`config.mk`:
```
export PLATFORM = sky130hd
export DESIGN_NAME = maindec_param_flat
export DESIGN_NICKNAME = d
export VERILOG_FILES = /design/src/rtl/maindec_pkg.sv /design/src/rtl/maindec_param_if.sv /design/src/rtl/maindec_param.sv /design/src/flat_wrapper.sv
export SDC_FILE = /design/constraint.sdc
export NUM_CORES = 1
export LEC_CHECK = 0
export BUFFER_PORTS_ARGS = -buffer_cell sky130_fd_sc_hd__buf_2
export CAP_MARGIN = 30
export CORE_MARGIN = 2
export CORE_UTILIZATION = 45
export CTS_CLUSTER_SIZE = 12
export DETAILED_ROUTE_END_ITERATION = 16
export GPL_ROUTABILITY_DRIVEN = 0
export PLACE_DENSITY = 0.82
export SYNTH_ARGS = -nofsm -noshare
export SYNTH_HDL_FRONTEND = slang
export SYNTH_SLANG_ARGS = --single-unit
```
`constraint.sdc`:
```
create_clock -name clk -period 1.5 [get_ports clk]
set_input_delay 0.225 -clock clk [delete_from_list [all_inputs] [get_ports clk]]
set_output_delay 0.225 -clock clk [all_outputs]
set_load 0.02 [all_outputs]
```
`src/rtl/maindec_pkg.sv`:
```
// Shared types for the multicycle main decoder: state encoding, opcodes,
// control field encodings and the packed datapath control bundle.
package maindec_pkg;

  typedef enum logic [4:0] {
    S_FETCH, S_FETCHWAIT, S_DECODE,
    S_MEMADR, S_MEMREAD, S_MEMREADWAIT, S_MEMWRITEBACK, S_MEMWRITE,
    S_EXECUTE, S_ALUWRITEBACK, S_BRANCH, S_IMMEXECUTE, S_IMMWRITEBACK,
    S_LUIEX, S_AUIPCEX, S_JALEX, S_JALREX,
    S_SENDB_GO, S_SENDB_WAIT, S_RECVB_GO, S_RECVB_WAIT, S_RECVB_WRITE,
    S_TRAP
  } statetype;

  localparam logic [6:0] OP_LW    = 7'b0000011;
  localparam logic [6:0] OP_SW    = 7'b0100011;
  localparam logic [6:0] OP_R     = 7'b0110011;
  localparam logic [6:0] OP_B     = 7'b1100011;
  localparam logic [6:0] OP_I     = 7'b0010011;
  localparam logic [6:0] OP_LUI   = 7'b0110111;
  localparam logic [6:0] OP_AUIPC = 7'b0010111;
  localparam logic [6:0] OP_JAL   = 7'b1101111;
  localparam logic [6:0] OP_JALR  = 7'b1100111;
  localparam logic [6:0] OP_RECVB = 7'b0000001;
  localparam logic [6:0] OP_SENDB = 7'b0000010;

  localparam logic [2:0] RS_MEM  = 3'b001;
  localparam logic [2:0] RS_IMM  = 3'b010;
  localparam logic [2:0] RS_PC4  = 3'b011;
  localparam logic [2:0] RS_UART = 3'b100;

  localparam logic [2:0] AOP_R  = 3'b100;
  localparam logic [2:0] AOP_I  = 3'b101;
  localparam logic [2:0] AOP_BR = 3'b111;

  localparam logic [1:0] PC_TGT = 2'b01;
  localparam logic [1:0] PC_ALU = 2'b10;

  localparam logic [1:0] TC_NONE    = 2'b00;
  localparam logic [1:0] TC_ILLEGAL = 2'b01;
  localparam logic [1:0] TC_UART    = 2'b10;

  typedef struct packed {
    logic       pcwrite;
    logic       memwrite;
    logic       irwrite;
    logic       regwrite;
    logic       pcbufwrite;
    logic       iord;
    logic [1:0] alusrca;
    logic [1:0] alusrcb;
    logic [2:0] regsrc;
    logic [1:0] pcsrc;
    logic       branch;
    logic [2:0] aluop;
    logic       rors;
    logic       uart_go;
  } ctrl_t;

endpackage

```
`src/rtl/maindec_param_if.sv`:
```
// Decoder <-> datapath bundle: opcode and UART completion in, control bundle out.
interface maindec_param_if;
  logic [6:0] op;
  logic       uart_done;
  logic       pcwrite, memwrite, irwrite, regwrite, pcbufwrite;
  logic       iord;
  logic [1:0] alusrca, alusrcb;
  logic [2:0] regsrc;
  logic [1:0] pcsrc;
  logic       branch;
  logic [2:0] aluop;
  logic       rors, uart_go;
  logic       halt;
  logic [1:0] trap_cause;

  modport master (
    input  op, uart_done,
    output pcwrite, memwrite, irwrite, regwrite, pcbufwrite, iord,
           alusrca, alusrcb, regsrc, pcsrc, branch, aluop, rors, uart_go,
           halt, trap_cause
  );

  modport slave (
    output op, uart_done,
    input  pcwrite, memwrite, irwrite, regwrite, pcbufwrite, iord,
           alusrca, alusrcb, regsrc, pcsrc, branch, aluop, rors, uart_go,
           halt, trap_cause
  );
endinterface

```
`src/rtl/maindec_param.sv`:
```
// Moore main decoder for the multicycle RV32I core with UART ops; memory latency,
// UART timeout and illegal-opcode trapping are parameters.
module maindec_param
  import maindec_pkg::*;
#(
  parameter int MEM_LAT         = 2,
  parameter int UART_TIMEOUT    = 0,
  parameter int TRAP_ON_ILLEGAL = 1
) (
  input  logic             clk,
  input  logic             rst,
  maindec_param_if.master  bus
);

  localparam int TW = ($clog2(UART_TIMEOUT + 1) > 1) ? $clog2(UART_TIMEOUT + 1) : 1;
  localparam int TMO_LAST_I = (UART_TIMEOUT > 0) ? UART_TIMEOUT - 1 : 0;
  localparam logic [TW-1:0] TMO_LAST = TW'(TMO_LAST_I);
  localparam logic [3:0]    LAT_LAST = 4'(MEM_LAT - 1);

  statetype      state_q, state_d;
  logic [3:0]    wcnt_q, wcnt_d;
  logic [TW-1:0] tcnt_q, tcnt_d;
  logic [1:0]    cause_q, cause_d;
  ctrl_t         ctrl;

  always_ff @(posedge clk) begin
    if (rst) begin
      state_q <= S_FETCH;
      wcnt_q  <= '0;
      tcnt_q  <= '0;
      cause_q <= TC_NONE;
    end else begin
      state_q <= state_d;
      wcnt_q  <= wcnt_d;
      tcnt_q  <= tcnt_d;
      cause_q <= cause_d;
    end
  end

  // Counters default to zero so any state exit clears them.
  always_comb begin
    state_d = state_q;
    wcnt_d  = '0;
    tcnt_d  = '0;
    cause_d = cause_q;
    case (state_q)
      S_FETCH:       state_d = S_FETCHWAIT;
      S_FETCHWAIT: begin
        if (wcnt_q == LAT_LAST) state_d = S_DECODE;
        else                    wcnt_d  = wcnt_q + 4'd1;
      end
      S_DECODE: begin
        case (bus.op)
          OP_LW, OP_SW: state_d = S_MEMADR;
          OP_R:         state_d = S_EXECUTE;
          OP_B:         state_d = S_BRANCH;
          OP_I:         state_d = S_IMMEXECUTE;
          OP_LUI:       state_d = S_LUIEX;
          OP_AUIPC:     state_d = S_AUIPCEX;
          OP_JAL:       state_d = S_JALEX;
          OP_JALR:      state_d = S_JALREX;
          OP_RECVB:     state_d = S_RECVB_GO;
          OP_SENDB:     state_d = S_SENDB_GO;
          default: begin
            if (TRAP_ON_ILLEGAL != 0) begin
              state_d = S_TRAP;
              cause_d = TC_ILLEGAL;
            end else begin
              state_d = S_FETCH;
            end
          end
        endcase
      end
      S_MEMADR: begin
        if (bus.op == OP_LW)      state_d = S_MEMREAD;
        else if (bus.op == OP_SW) state_d = S_MEMWRITE;
        else                      state_d = S_FETCH;
      end
      S_MEMREAD:     state_d = S_MEMREADWAIT;
      S_MEMREADWAIT: begin
        if (wcnt_q == LAT_LAST) state_d = S_MEMWRITEBACK;
        else                    wcnt_d  = wcnt_q + 4'd1;
      end
      S_EXECUTE:     state_d = S_ALUWRITEBACK;
      S_IMMEXECUTE:  state_d = S_IMMWRITEBACK;
      S_SENDB_GO:    state_d = S_SENDB_WAIT;
      S_RECVB_GO:    state_d = S_RECVB_WAIT;
      S_SENDB_WAIT, S_RECVB_WAIT: begin
        if (bus.uart_done) begin
          state_d = (state_q == S_SENDB_WAIT) ? S_FETCH : S_RECVB_WRITE;
        end else if (UART_TIMEOUT > 0 && tcnt_q == TMO_LAST) begin
          state_d = S_TRAP;
          cause_d = TC_UART;
        end else begin
          tcnt_d = tcnt_q + 1'b1;
        end
      end
      S_TRAP:        state_d = S_TRAP;
      default:       state_d = S_FETCH;
    endcase
  end

  always_comb begin
    ctrl = '0;
    case (state_q)
      S_FETCH: begin
        ctrl.pcwrite    = 1'b1;
        ctrl.pcbufwrite = 1'b1;
        ctrl.alusrcb    = 2'b01;
      end
      S_FETCHWAIT:    ctrl.irwrite = (wcnt_q == LAT_LAST);
      S_DECODE: begin
        ctrl.alusrca = 2'b01;
        ctrl.alusrcb = 2'b10;
      end
      S_MEMADR, S_IMMEXECUTE: begin
        ctrl.alusrca = 2'b10;
        ctrl.alusrcb = 2'b10;
        if (state_q == S_IMMEXECUTE) ctrl.aluop = AOP_I;
      end
      S_MEMREAD, S_MEMREADWAIT: ctrl.iord = 1'b1;
      S_MEMWRITEBACK: begin
        ctrl.regwrite = 1'b1;
        ctrl.regsrc   = RS_MEM;
      end
      S_MEMWRITE: begin
        ctrl.memwrite = 1'b1;
        ctrl.iord     = 1'b1;
      end
      S_EXECUTE: begin
        ctrl.alusrca = 2'b10;
        ctrl.aluop   = AOP_R;
      end
      S_ALUWRITEBACK, S_IMMWRITEBACK, S_AUIPCEX: ctrl.regwrite = 1'b1;
      S_BRANCH: begin
        ctrl.alusrca = 2'b10;
        ctrl.pcsrc   = PC_TGT;
        ctrl.branch  = 1'b1;
        ctrl.aluop   = AOP_BR;
      end
      S_LUIEX: begin
        ctrl.regwrite = 1'b1;
        ctrl.regsrc   = RS_IMM;
      end
      S_JALEX: begin
        ctrl.pcwrite  = 1'b1;
        ctrl.regwrite = 1'b1;
        ctrl.regsrc   = RS_PC4;
        ctrl.pcsrc    = PC_TGT;
      end
      S_JALREX: begin
        ctrl.pcwrite  = 1'b1;
        ctrl.regwrite = 1'b1;
        ctrl.alusrca  = 2'b10;
        ctrl.alusrcb  = 2'b10;
        ctrl.regsrc   = RS_PC4;
        ctrl.pcsrc    = PC_ALU;
      end
      S_SENDB_GO: begin
        ctrl.rors    = 1'b1;
        ctrl.uart_go = 1'b1;
      end
      S_SENDB_WAIT:   ctrl.uart_go = 1'b1;
      S_RECVB_GO:     ctrl.rors    = 1'b1;
      S_RECVB_WRITE: begin
        ctrl.regwrite = 1'b1;
        ctrl.regsrc   = RS_UART;
      end
      default:        ctrl = '0;
    endcase
  end

  assign bus.pcwrite    = ctrl.pcwrite;
  assign bus.memwrite   = ctrl.memwrite;
  assign bus.irwrite    = ctrl.irwrite;
  assign bus.regwrite   = ctrl.regwrite;
  assign bus.pcbufwrite = ctrl.pcbufwrite;
  assign bus.iord       = ctrl.iord;
  assign bus.alusrca    = ctrl.alusrca;
  assign bus.alusrcb    = ctrl.alusrcb;
  assign bus.regsrc     = ctrl.regsrc;
  assign bus.pcsrc      = ctrl.pcsrc;
  assign bus.branch     = ctrl.branch;
  assign bus.aluop      = ctrl.aluop;
  assign bus.rors       = ctrl.rors;
  assign bus.uart_go    = ctrl.uart_go;
  assign bus.halt       = (state_q == S_TRAP);
  assign bus.trap_cause = cause_q;

endmodule

```
`src/flat_wrapper.sv`:
```
// flat-port wrapper written by rule: the top's interface ports become plain ports
module maindec_param_flat import maindec_pkg::*;
#(
  parameter int MEM_LAT         = 2,
  parameter int UART_TIMEOUT    = 0,
  parameter int TRAP_ON_ILLEGAL = 1
)
  (clk, rst, bus_op, bus_uart_done, bus_pcwrite, bus_memwrite, bus_irwrite, bus_regwrite, bus_pcbufwrite, bus_iord, bus_alusrca, bus_alusrcb, bus_regsrc, bus_pcsrc, bus_branch, bus_aluop, bus_rors, bus_uart_go, bus_halt, bus_trap_cause);
  maindec_param_if bus_i ();
  input  logic clk;
  input  logic rst;
  input wire logic [$bits(bus_i.op)-1:0] bus_op;
  input wire logic [$bits(bus_i.uart_done)-1:0] bus_uart_done;
  output wire logic [$bits(bus_i.pcwrite)-1:0] bus_pcwrite;
  output wire logic [$bits(bus_i.memwrite)-1:0] bus_memwrite;
  output wire logic [$bits(bus_i.irwrite)-1:0] bus_irwrite;
  output wire logic [$bits(bus_i.regwrite)-1:0] bus_regwrite;
  output wire logic [$bits(bus_i.pcbufwrite)-1:0] bus_pcbufwrite;
  output wire logic [$bits(bus_i.iord)-1:0] bus_iord;
  output wire logic [$bits(bus_i.alusrca)-1:0] bus_alusrca;
  output wire logic [$bits(bus_i.alusrcb)-1:0] bus_alusrcb;
  output wire logic [$bits(bus_i.regsrc)-1:0] bus_regsrc;
  output wire logic [$bits(bus_i.pcsrc)-1:0] bus_pcsrc;
  output wire logic [$bits(bus_i.branch)-1:0] bus_branch;
  output wire logic [$bits(bus_i.aluop)-1:0] bus_aluop;
  output wire logic [$bits(bus_i.rors)-1:0] bus_rors;
  output wire logic [$bits(bus_i.uart_go)-1:0] bus_uart_go;
  output wire logic [$bits(bus_i.halt)-1:0] bus_halt;
  output wire logic [$bits(bus_i.trap_cause)-1:0] bus_trap_cause;
  assign bus_i.op = bus_op;
  assign bus_i.uart_done = bus_uart_done;
  assign bus_pcwrite = bus_i.pcwrite;
  assign bus_memwrite = bus_i.memwrite;
  assign bus_irwrite = bus_i.irwrite;
  assign bus_regwrite = bus_i.regwrite;
  assign bus_pcbufwrite = bus_i.pcbufwrite;
  assign bus_iord = bus_i.iord;
  assign bus_alusrca = bus_i.alusrca;
  assign bus_alusrcb = bus_i.alusrcb;
  assign bus_regsrc = bus_i.regsrc;
  assign bus_pcsrc = bus_i.pcsrc;
  assign bus_branch = bus_i.branch;
  assign bus_aluop = bus_i.aluop;
  assign bus_rors = bus_i.rors;
  assign bus_uart_go = bus_i.uart_go;
  assign bus_halt = bus_i.halt;
  assign bus_trap_cause = bus_i.trap_cause;
  maindec_param #(.MEM_LAT(MEM_LAT), .UART_TIMEOUT(UART_TIMEOUT), .TRAP_ON_ILLEGAL(TRAP_ON_ILLEGAL)) u_core (.clk(clk), .rst(rst), .bus(bus_i));
endmodule
```
# ---- Word level (Yosys, flattened, before mapping)
# Cells that the tools add are included.
dict set report word_totals {
  ff_bits 10
  input_bits 10
  output_inout_bits 24
  wordCells 84
}
dict set report op_classes {
  add_sub_neg 1
  eq_ne 37
  n_mux 23
  bitwise 2
  reduce_logical 18
}
# cell n
set op_table {}
lappend op_table {{$pmux W5 S12} 1}
lappend op_table {{$pmux W5 S10} 1}
lappend op_table {{$eq A5 B4 Y1 const B} 8}
lappend op_table {{$eq A5 B5 Y1 const B} 7}
lappend op_table {{$mux W5} 5}
lappend op_table {{$eq A7 B6 Y1 const B} 3}
lappend op_table {{$eq A7 B7 Y1 const B} 3}
lappend op_table {{$eq A5 B3 Y1 const B} 4}
lappend op_table {{$reduce_or A2 Y1} 8}
lappend op_table {{$eq A7 B2 Y1 const B} 2}
lappend op_table {{$eq A7 B5 Y1 const B} 2}
lappend op_table {{$pmux W2 S2} 3}
lappend op_table {{$pmux W3 S4} 1}
lappend op_table {{$reduce_or A11 Y1} 1}
lappend op_table {{$eq A5 B2 Y1 const B} 2}
lappend op_table {{$mux W1} 9}
lappend op_table {{$pmux W3 S3} 1}
lappend op_table {{$reduce_or A3 Y1} 3}
lappend op_table {{$reduce_or A8 Y1} 1}
lappend op_table {{$eq A7 B1 Y1 const B} 1}
lappend op_table {{$mux W3} 2}
lappend op_table {{$eq A5 B1 Y1 const B} 1}
lappend op_table {{$logic_not A5 Y1} 1}
lappend op_table {{$reduce_or A5 Y1} 1}
lappend op_table {{8 further kinds} 10}

# ---- Longest topological paths before layout
# Gate-level depths: netlist of the first run.
dict set report depth {
  ltp_word 4
  depth_mapped 7
  depth_no_buf 7
}

# ---- Worst setup path after synthesis of the first run
# No wires, ideal clock.
dict set report synth_timing {
  path_kind {register to output}
  from {register u_core.state_q[2]}
  to {output port bus_regsrc[0]}
  t_arrival_ns 1.543
  t_required_ns 1.275
  slack_ns -0.268
  path_stages_with_launch 6
  path_buffers 2
  path_cell_list {dfxtp_1 > buf_4 > clkbuf_1 > nor2b_1 > a21oi_1 > o31ai_1}
}
dict set report synth_via {
  elab_chain_len 3
  word_cells_on_any_way 7
  cone_classes {eq/ne: 5; mux: 1; reduce/logical: 1}
}
# item line
set synth_rtl {}
lappend synth_rtl {{start: declaration} maindec_param.sv:20} ;# statetype state_q, state_d;
lappend synth_rtl {{start signal: assignment} maindec_param.sv:33} ;# state_q <= state_d;
lappend synth_rtl {{$eq A5 B4 Y1 or $eq A5 B5 Y1 (tied branches)} maindec_param.sv:105} ;# case (state_q)
lappend synth_rtl {{$reduce_or A2 Y1 (no source line)} n/a}
lappend synth_rtl {{$pmux W3 S4 (*)} maindec_param.sv:105}
lappend synth_rtl {{end: declaration} flat_wrapper.sv:22} ;# output wire logic [$bits(bus_i.regsrc)-1:0] bus_regsrc;
# Every way passes the cells marked *; elsewhere a longest branch is shown, timed or not.

# ---- Final worst setup path of the first run
dict set report layout_timing {
  from {register u_core.state_q[4]}
  to {output port bus_pcbufwrite}
}
dict set report layout_via {
  elab_chain_len 2
}
# item line
set layout_rtl {}
lappend layout_rtl {{$logic_not A5 Y1} maindec_param.sv:105}
lappend layout_rtl {{$mux W1} maindec_param.sv:105}
lappend layout_rtl {{end: declaration} flat_wrapper.sv:18} ;# output wire logic [$bits(bus_i.pcbufwrite)-1:0] bus_pcbufwrite;
# No other way between the ends.

==> results of run 1 <==
==> per-layer routing <==
metal | routed length [um] | global-route usage, % | vias up
met1 | 2220 | 33.6 | 894
li1 | - | - | 808
met5 | 0 | 0 | -
met4 | 354 | 9.18 | 0
met3 | 594 | 3.00 | 42
met2 | 3130 | 48.2 | 165
==> area by class of cell <==
| type | instances | area (um2) | area share (%) |
|---|---|---|---|
| tap | 31 | 38.8 | 1.68 |
| sequential | 10 | 218 | 9.42 |
| clock buffer | 4 | 36.3 | 1.57 |
| timing repair buffer | 96 | 828 | 35.8 |
| multi-input combinational | 142 | 1160 | 50.4 |
| inverter | 6 | 26.3 | 1.14 |
==> cell usage after synthesis, types with 3 or more instances <==
cell type | number | area share [%]
nor3_1 | 6 | 2.4
a31oi_1 | 5 | 2.5
buf_2 | 8 | 3.2
and3_1 | 4 | 2.0
nor2b_1 | 6 | 3.0
a21oi_1 | 7 | 2.8
dfxtp_1 | 10 | 16
clkbuf_1 | 4 | 1.2
nor2_1 | 19 | 5.8
nand3_1 | 6 | 2.4
xor2_1 | 4 | 2.8
a211oi_1 | 3 | 1.8
nor3b_1 | 4 | 2.4
o21ai_0 | 13 | 5.2
nand2b_1 | 6 | 3.0
nand2_1 | 11 | 3.3
inv_1 | 6 | 1.8
nand4_1 | 3 | 1.5
==> what timing repair did <==
action                     CTS  global route
hold endpoints to repair     0             0
setup endpoints to repair   26            30
setup buffers                8            18
resized for setup           53            71
pin swaps                   13            18
==> per-stage QoR <==
stage	TNS [ns]	setup slack, ns	power, mW	cells	hold slack [ns]
final	-4.01	-0.286	4.13	289	0.244
after global routing	-4.99	-0.303	4.25	289	0.241
after CTS	-2.50	-0.223	3.04	271	0.214
after detailed placement	-0.469	-0.112	2.41	260	0.440
after global placement	-0.204	-0.0706	2.37	260	0.431
after floorplan	-0.277	-0.115	1.75	175	0.291
==> cell families after synthesis <==
| kind of cell | share of synthesized area (%) |
|---|---|
| simple gates | 38.4 |
| compound gates | 29.1 |
| buf+inv | 9.59 |
| flops | 16.1 |
| xor+xnor | 3.53 |
| fa+ha+maj | 2.02 |
| other cells | 0.302 |
| mux | 0.908 |
==> state kept, by name, indices dropped and copies added (netlist names) <==
signal,count
u_core.wcnt_q,4
u_core.bus.trap_cause,1
u_core.state_q,5
==> critical path: cells and delay by family (launching register included) <==
kind	cells	cell delay (ns)
buf+inv	2	0.30
flops	1	0.34
simple gates	2	0.64
==> placed cells by master (no fill, tap or decap), types with 2 or more instances in the layout <==
cell type and instances:
buf_4 55, buf_6 28, nor2_1 13, buf_2 10
nand2_1 8, a21oi_1 7, o21ai_1 6, nor2_4 5
nand3_1 5, a31oi_1 5, nor3_2 4, and3_4 4
xor2_1 4, o21ai_0 4, inv_1 4, dfxtp_1 4
dfxtp_4 4, nand2b_4 3, o21ai_2 3, nand2b_1 3
nor2b_1 3, nand4_1 3, clkbuf_4 3, nor3_4 2
nand2_2 2, nor2b_2 2, o31ai_2 2, a22oi_2 2
nand4b_1 2, nor4_2 2, a211oi_1 2, nor3b_1 2
a221oi_2 2, o311ai_1 2, ha_1 2, buf_8 2
dfxtp_2 2
==> power by group through the flow <==
stage / Sequential, mW / Clock (mW) / Combinational, mW
after global routing: 0.497 / 0.262 / 3.49
after CTS: 0.467 / 0.242 / 2.33
final: 0.495 / 0.252 / 3.38
after floorplan: 0.394 / 0 / 1.35
after detailed placement: 0.443 / 0 / 1.97
after global placement: 0.438 / 0 / 1.93
==> worst min path at each step <==
stage | start | end | slack [ns] | cells after the start
2_1_floorplan | rst | u_core.state_q[1] | 0.29 | 1
3_3_place_gp | u_core.bus.trap_cause[0] | u_core.bus.trap_cause[0] | 0.43 | 2
3_5_place_dp | u_core.bus.trap_cause[0] | u_core.bus.trap_cause[0] | 0.44 | 2
4_1_cts | rst | u_core.state_q[4] | 0.21 | 2
5_1_grt | rst | u_core.state_q[4] | 0.24 | 2
6_report | rst | u_core.state_q[4] | 0.24 | 2
==> results_dict.tcl, run 1 <==
set metrics [dict create \
    status "finished, violations left" \
    violations "setup timing" \
    place_area_um2 1680 \
    fin_crit_sh_pct 119 \
    syn_inst 175 \
    start_kind "flip-flop" \
    crit_arrival_ns 1.56 \
    start_util_pct 46.2 \
    power.share.combinational_pct 81.9 \
    area_growth_pct 86.4 \
    worst_clock_skew_ns 0.00107 \
    htree_levels 1 \
    grt_pass1_vias 1505 \
    p_seq_share_pct 12.0 \
    fin_crit_ns 1.79 \
    grt-ovfl-total 0 \
    r2r-end "u_core.state_q[1]" \
    worstSetupPathType "reg2out" \
    clkLatencyLatePin_ns 0.27 \
    synth_nets 187 \
    p_sw_share_pct 49.3 \
    synth_area_um2 1240 \
    wl_mm 6.29 \
    die_x_um 56.5 \
    path_clk_slew_ns 0.07 \
    via_count 1909 \
    fp.dieH_um 56.5 \
    max_freq_ghz 0.560 \
    drv_slew 0 \
    numClockSinks 10 \
    core-area_um2 2690 \
    synthFlopType "dfxtp_1" \
    ctsHoldBuffers 0 \
    cts_max_path_buffers 2 \
    num_io_pins 34 \
    drt_first_iter_violations 198 \
    grt_max_degree 14 \
    drive_gt1_share_pct 61.2 \
    switchingPower_mw 2.03 \
    num_antenna_cells 0 \
    path_cells "buf_6 > or3_4 > nor2_1 > buf_4" \
    clockPowerShare_pct 6.1 \
    synth.distinct_cells 58 \
    num_rows 19 \
    root_buffer "clkbuf_4" \
    finalHoldViolCount 0 \
    grt_util_all_layers_pct 27.1 \
    synthArstFlopShare_pct 0 \
    startpoint "u_core.state_q[4]" \
    cts_buffers 3 \
    r2r_slack_ns -0.22 \
    syn_avg_cell_area_um2 7.09 \
    slowest_delay_ns 0.46 \
    ant_nets 0 \
    cp_slowest_cell "or3_4" \
    synth_seq_cells 10 \
    required_ns 1.27 \
    nets 271 \
    fin_util_pct 86.0 \
    yosys_warnings 0 \
    holdCritPathClass "in2reg" \
    antenna_found_initial 0 \
    cts_tree "done" \
    ir_drop_mv 1.68 \
    drc 0 \
    setup_viol 29 \
    crit_path_end_kind "primary output" \
    r2r_start "u_core.state_q[1]" \
    reg2reg_depth 6 \
    dieArea_um2 3190 \
    maxCapViolations 0 \
    vias_per_cell 6.61 \
    ys_seq_area_share_pct 16.1 \
    grt_pass1_wl_mm 7.03 \
    p_per_area_nw_per_um2 1790 \
    internal-power_mw 2.09 \
    wl_per_cell_um 21.8 \
    drt_pass1_iterations 5 \
    critPathCapture "bus_pcbufwrite" \
    place.detailed.hpwl_mm 2.80 \
    synth-edff-count 0 \
    p_leak_nw 0.988 \
    crit_fanout 6 \
    fill_cells 129 \
    grt_setup_unrepaired "yes" \
    finalInstanceArea_um2 2310 \
    io_buffers 32 \
    finalWorstSetupSlack_ns -0.286 \
]
Power figures use the tool's default switching activity.
==> run 2, diff against run 1 <==
--- a/config.mk
+++ b/config.mk
@@ -5,6 +5,7 @@
 export SDC_FILE = /design/constraint.sdc
 export NUM_CORES = 1
 export LEC_CHECK = 0
+export ABC_AREA = 1
 export BUFFER_PORTS_ARGS = -buffer_cell sky130_fd_sc_hd__buf_2
 export CAP_MARGIN = 30
 export CORE_MARGIN = 2
@@ -12,7 +13,7 @@
 export CTS_CLUSTER_SIZE = 12
 export DETAILED_ROUTE_END_ITERATION = 16
 export GPL_ROUTABILITY_DRIVEN = 0
-export PLACE_DENSITY = 0.82
+export PLACE_DENSITY = 0.84
 export SYNTH_ARGS = -nofsm -noshare
 export SYNTH_HDL_FRONTEND = slang
 export SYNTH_SLANG_ARGS = --single-unit
==> run 2 against run 1 <==
Compared with the run above:
- the run still ends with setup timing left
- worst setup slack lost 0.056 ns
- clock power grew 4%
- fmax shrank 3.1%
- sequential share of layout area grew 2.1 points
- sequential cell count is the same
- clock skew grew 0.015 ns
- global-route usage grew 0.44 points
- first-iteration DRC count shrank 15%
- register-to-register slack gained 0.09 ns
- area after synthesis shrank 18%
- sequential power grew 1%
==> results_dict.tcl, run 2 <==
set metrics [dict create \
    multiInputGateArea_um2 908 \
    drive_gt1_share_pct 51.2 \
    htree_levels 1 \
    max_freq_ghz 0.543 \
    crit_top_cell "nor2_2" \
    synth_top_area_share_pct 19.6 \
    area_growth_pct 86.0 \
    fin_crit_ns 1.84 \
    worstSetupPathType "reg2out" \
    num_rows 17 \
    grt-ovfl-total 0 \
    synth-compound-area-share_pct 9.57 \
    grt_setup_unrepaired "yes" \
    clkLatencyLatePin_ns 0.28 \
    start_kind "flip-flop" \
    antenna_found_initial 0 \
    io_buffers 32 \
    synthMuxAreaShare_pct 0 \
    synthTopCellsByArea "dfxtp_1 (20%), nand2_1 (17%), nor2_1 (14%)" \
    dpl_worst_slack_ns -0.0409 \
    p_per_area_nw_per_um2 1690 \
    grt_max_degree 10 \
    fp.dieH_um 51.6 \
    synthFlopType "dfxtp_1" \
    synth-edff-count 0 \
    r2r-end "u_core.state_q[0]" \
    vias_per_cell 6.09 \
    drt_first_iter_violations 168 \
    root_buffer "clkbuf_4" \
    grt_pass1_vias 1249 \
    largest-register "u_core.state_q" \
    path_cells "nor2_2 > buf_4 > nand2_1 > nor2_2 > nor2_2 > inv_1 > buf_6" \
    grt_pass1_wl_mm 5.51 \
    ant_nets 0 \
    p_leak_nw 0.980 \
    crit_path_end_kind "primary output" \
    crit_arrival_ns 1.62 \
    yosys.area.top_type "dfxtp_1" \
    wl_per_cell_um 19.2 \
    largest_reg_flops 5 \
    ir_drop_mv 1.36 \
    wl_mm 5.33 \
    synth_common_cells "nand2_1 (46), nor2_1 (38), inv_1 (26)" \
    ys_seq_area_share_pct 19.6 \
    nets 263 \
    place.detailed.hpwl_mm 2.10 \
    maxCapViolations 0 \
    num_antenna_cells 0 \
    synth_simple_gate_area_share_pct 52.0 \
    min_to "u_core.state_q[1]" \
    final_cell_mix "nand2_1 (40), buf_4 (27), buf_6 (26)" \
    reg2reg_depth 10 \
    grt_util_all_layers_pct 27.6 \
    syn_inst 183 \
    drc 0 \
    numClockSinks 10 \
    fill_cells 91 \
    cts_buffers 3 \
    status "finished, violations left" \
    core-area_um2 2170 \
    finalHoldViolCount 0 \
    cts_max_path_buffers 2 \
    yosys_warnings 0 \
    holdCritPathClass "in2reg" \
    crit_fanout 5 \
    fin_crit_sh_pct 123 \
    drv_slew 0 \
    slowest_delay_ns 0.40 \
    synth.distinct_cells 29 \
    holdPathStages 2 \
    path_clk_slew_ns 0.09 \
    ctsHoldBuffers 0 \
    synth_top_family_by_area "simple AND/OR/NAND/NOR gates" \
    num_io_pins 34 \
    dieArea_um2 2660 \
    r2r_start "u_core.state_q[0]" \
    worst-path-buf-inv 3 \
    seq_area_um2 219 \
    via_count 1694 \
    synth_most_common_cell "nand2_1" \
    p_total_mw 3.21 \
    finalWorstSetupSlack_ns -0.342 \
    crit_family "simple AND/OR/NAND/NOR gates" \
    cts_tree "done" \
    die_x_um 51.6 \
    start_util_pct 47.0 \
    cp_slowest_cell "dfxtp_4" \
    holdCritStartpoint "rst" \
    synthArstFlopShare_pct 0 \
    synth_area_um2 1020 \
    worst_clock_skew_ns 0.0156 \
    synth_seq_cells 10 \
    drt_pass1_iterations 6 \
    r2r_slack_ns -0.13 \
    setup_viol 27 \
    syn_avg_cell_area_um2 5.57 \
    final_common_cell "nand2_1" \
    synth_nets 195 \
    violations "setup timing" \
    synthAdderAreaFrac_pct 2.45 \
    synth_xor_area_share_pct 2.58 \
    required_ns 1.27 \
]
==> run 2: what timing repair did <==
item	CTS	global route
resized for setup	77	34
buffers inserted	10	13
pin swaps	14	17
endpoints found under the setup margin	21	25
==> run 2: kinds of logic (layout without fill, tap and decap cells) <==
kind of cell / count (synthesis) / in the layout
simple gates: 118 / 118
other cells: 1 / 1
flops: 10 / 10
buf+inv: 32 / 99
fa+ha+maj: 2 / 2
compound gates: 17 / 17
xor+xnor: 3 / 3
==> run 2: per-layer routing <==
layer | part of all wire (%) | wire, um | GRT usage, % | vias to the layer above
met5 | 0 | 0 | 0 | -
met4 | 8.8 | 471 | 14.5 | 0
met3 | 12 | 615 | 3.74 | 60
met2 | 45 | 2410 | 52.4 | 176
met1 | 34 | 1830 | 29.1 | 750
li1 | - | - | - | 708
==> run 2: area by class of cell <==
class	instances	share of cell area [%]
inverters	30	6.73
multi-input cells	141	47.9
repair buffers	65	30.1
flip-flops and latches	10	11.5
clock buffers	4	1.91
well taps	28	1.85
==> run 2: per-stage QoR <==
stage | instance area (um2) | utilization [%] | std cells | setup TNS (ns) | hold slack (ns)
final | 1900 | 87.4 | 278 | -4.33 | 0.194
after global routing | 1900 | 87.4 | 278 | -5.54 | 0.205
after CTS | 1670 | 76.9 | 265 | -1.17 | 0.204
after detailed placement | 1310 | 60.4 | 251 | -0.0831 | 0.441
after global placement | 1310 | 60.4 | 251 | -0.00750 | 0.440
after floorplan | 1060 | - | 183 | -0.00436 | 0.294
==> run 2: worst max path at each step <==
stage	from	to	slack [ns]	cells after the start
2_1_floorplan	u_core.state_q[0]	bus_regwrite	-0.004	7
3_3_place_gp	u_core.state_q[1]	bus_alusrcb[1]	-0.007	7
3_5_place_dp	u_core.state_q[0]	bus_regwrite	-0.04	8
4_1_cts	u_core.state_q[0]	bus_regwrite	-0.16	9
5_1_grt	u_core.state_q[0]	bus_regwrite	-0.40	8
6_report	u_core.state_q[0]	bus_aluop[2]	-0.34	7
==> run 2: power breakdown <==
part           leakage (nW)  internal [mW]  switching [mW]
Sequential           0.0850          0.353           0.146
Clock                0.0210          0.148           0.113
Combinational         0.874           1.07            1.37
==> run 3, diff against run 2 <==
--- a/config.mk
+++ b/config.mk
@@ -13,7 +13,7 @@
 export CTS_CLUSTER_SIZE = 12
 export DETAILED_ROUTE_END_ITERATION = 16
 export GPL_ROUTABILITY_DRIVEN = 0
-export PLACE_DENSITY = 0.84
+export PLACE_DENSITY_LB_ADDON = 0.2
 export SYNTH_ARGS = -nofsm -noshare
 export SYNTH_HDL_FRONTEND = slang
 export SYNTH_SLANG_ARGS = --single-unit
==> run 3 against run 2 <==
Compared with the run above:
- the run still ends with setup timing left
- hold slack gained 0.0051 ns
- first-iteration DRC count down 73%
- routed wire length shrank 36%
- cell count is 4.7% lower
- fmax up 7.2%
- largest cell class unchanged
- sequential cell count stayed put
- core utilization fell by 7.7 points
- critical path type unchanged
- worst setup slack improved by 0.12 ns
- global-route usage fell by 1.9 points
- clock skew decreased by 0.013 ns
==> results_dict.tcl, run 3 (synthesized netlist as in run 2, its figures left out) <==
set metrics [dict create \
    drive_gt1_share_pct 47.3 \
    vias_per_cell 5.04 \
    dpl_worst_slack_ns 0.0160 \
    clkLatencyLatePin_ns 0.26 \
    p_per_area_nw_per_um2 1610 \
    finalHoldViolCount 0 \
    wl_per_cell_um 12.8 \
    fin_crit_sh_pct 115 \
    finalWorstSetupSlack_ns -0.218 \
    required_ns 1.27 \
    violations "setup timing" \
    ir_drop_mv 1.17 \
    largest_reg_flops 5 \
    grt_util_met3_pct 3.74 \
    worstSetupPathType "reg2out" \
    crit_fanout 4 \
    via_count 1335 \
    use_met2_pct 49.8 \
    ant_nets 0 \
    grt_pass1_vias 1247 \
    grt_setup_unrepaired "yes" \
    num_io_pins 34 \
    path_clk_slew_ns 0.07 \
    start_util_pct 47.0 \
    die_x_um 51.6 \
    grt_pass1_wl_mm 5.24 \
    fill_cells 153 \
    fin_crit_ns 1.72 \
    cts_buffers 3 \
    grt_max_degree 8 \
    r2r_slack_ns 0.01 \
    fin_util_pct 79.8 \
    root_buffer "clkbuf_4" \
    drt_pass1_iterations 4 \
    status "finished, violations left" \
    io_buffers 32 \
    grt_util_all_layers_pct 25.7 \
    largest-register "u_core.state_q" \
    numClockSinks 10 \
    cts_max_path_buffers 2 \
    nets 250 \
    met1_usage_pct 27.9 \
    setup_viol 21 \
    drc 0 \
    antenna_found_initial 0 \
    crit_arrival_ns 1.49 \
    maxCapViolations 0 \
    holdCritPathClass "in2reg" \
    reg2reg_depth 9 \
    min_to "u_core.state_q[4]" \
    grt-ovfl-total 0 \
    r2r_start "u_core.state_q[0]" \
    core-area_um2 2170 \
    final_common_cell "nand2_1" \
    p_leak_nw 0.882 \
    holdCritStartpoint "rst" \
    htree_levels 1 \
    max_freq_ghz 0.582 \
    wl_mm 3.39 \
    place.detailed.hpwl_mm 2.26 \
    holdPathStages 2 \
    crit_path_end_kind "primary output" \
    drt_first_iter_violations 46 \
    grt_most_used_layer "met2" \
    r2r-end "u_core.state_q[1]" \
    drv_slew 0 \
    num_rows 17 \
    dieArea_um2 2660 \
    final_cell_mix "nand2_1 (40), nor2_1 (25), buf_6 (20)" \
    num_antenna_cells 0 \
    worst_clock_skew_ns 0.00237 \
    start_kind "flip-flop" \
    fp.dieH_um 51.6 \
    cts_tree "done" \
    area_growth_pct 69.7 \
    p_total_mw 2.78 \
]
run 3: cell types whose count changed in the layout (fill, tap and decap cells not counted), moves of 2 or more:
cell	before	now
buf_2	11	14
nand3_2	6	3
nand3_1	12	14
nor2_4	10	12
buf_6	26	20
nor3_2	1	3
nor3_4	2	0
nor2_2	6	4
buf_4	27	18
run 3: metrics by stage:
| stage | hold slack [ns] | cell area, um2 | TNS (ns) | cells |
|---|---|---|---|---|
| after floorplan | 0.294 | 1060 | -0.00436 | 183 |
| after global placement | 0.442 | 1330 | 0 | 254 |
| after detailed placement | 0.443 | 1330 | 0 | 254 |
| after CTS | 0.204 | 1610 | -1.36 | 263 |
| after global routing | 0.206 | 1730 | -3.52 | 265 |
| final | 0.199 | 1730 | -2.20 | 265 |
run 3: timing repair:
| item | CTS | global route |
|---|---|---|
| setup buffers | 5 | 3 |
| pin swaps | 10 | 7 |
| hold buffers | 0 | 0 |
| setup endpoints to repair | 21 | 23 |
| hold endpoints to repair | 0 | 0 |
| resized for setup | 70 | 29 |
run 3: final cells by class:
class / count / area, um2 / area share [%]
well taps: 28 / 35.0 / 2.02
multi-input cells: 141 / 885 / 51.1
repair buffers: 52 / 430 / 24.9
clock buffers: 4 / 36.3 / 2.10
inverters: 30 / 125 / 7.23
flip-flops and latches: 10 / 219 / 12.7
run 3: worst max path at each step:
stage	from	endpoint	slack, ns	cells past startpoint
floorplan	u_core.state_q[0]	bus_regwrite	-0.004	7
global placement	u_core.state_q[4]	bus_regwrite	0.04	8
detailed placement	u_core.state_q[4]	u_core.state_q[1]	0.02	7
CTS	u_core.state_q[0]	bus_regwrite	-0.15	8
global route	u_core.state_q[0]	bus_regwrite	-0.29	8
finish	u_core.state_q[0]	bus_regwrite	-0.22	8
run 3: power by group:
group	total, mW	switching (mW)	internal, mW
clock network	0.239	0.0914	0.147
logic	2.08	1.18	0.899
registers	0.457	0.104	0.353
run 3: critical path, stage by stage, from the launching register on:
cell,delay [ns]
dfxtp_4,0.38
buf_6,0.13
inv_2,0.04
nor2_4,0.15
inv_2,0.07
o31ai_4,0.19
nor2_1,0.09
nand3_2,0.07
buf_6,0.11
run 3: layer usage:
layer	up-vias	routed length [um]
li1	681	-
met1	619	1350
met2	31	1920
met3	4	95
met4	0	20
met5	-	0
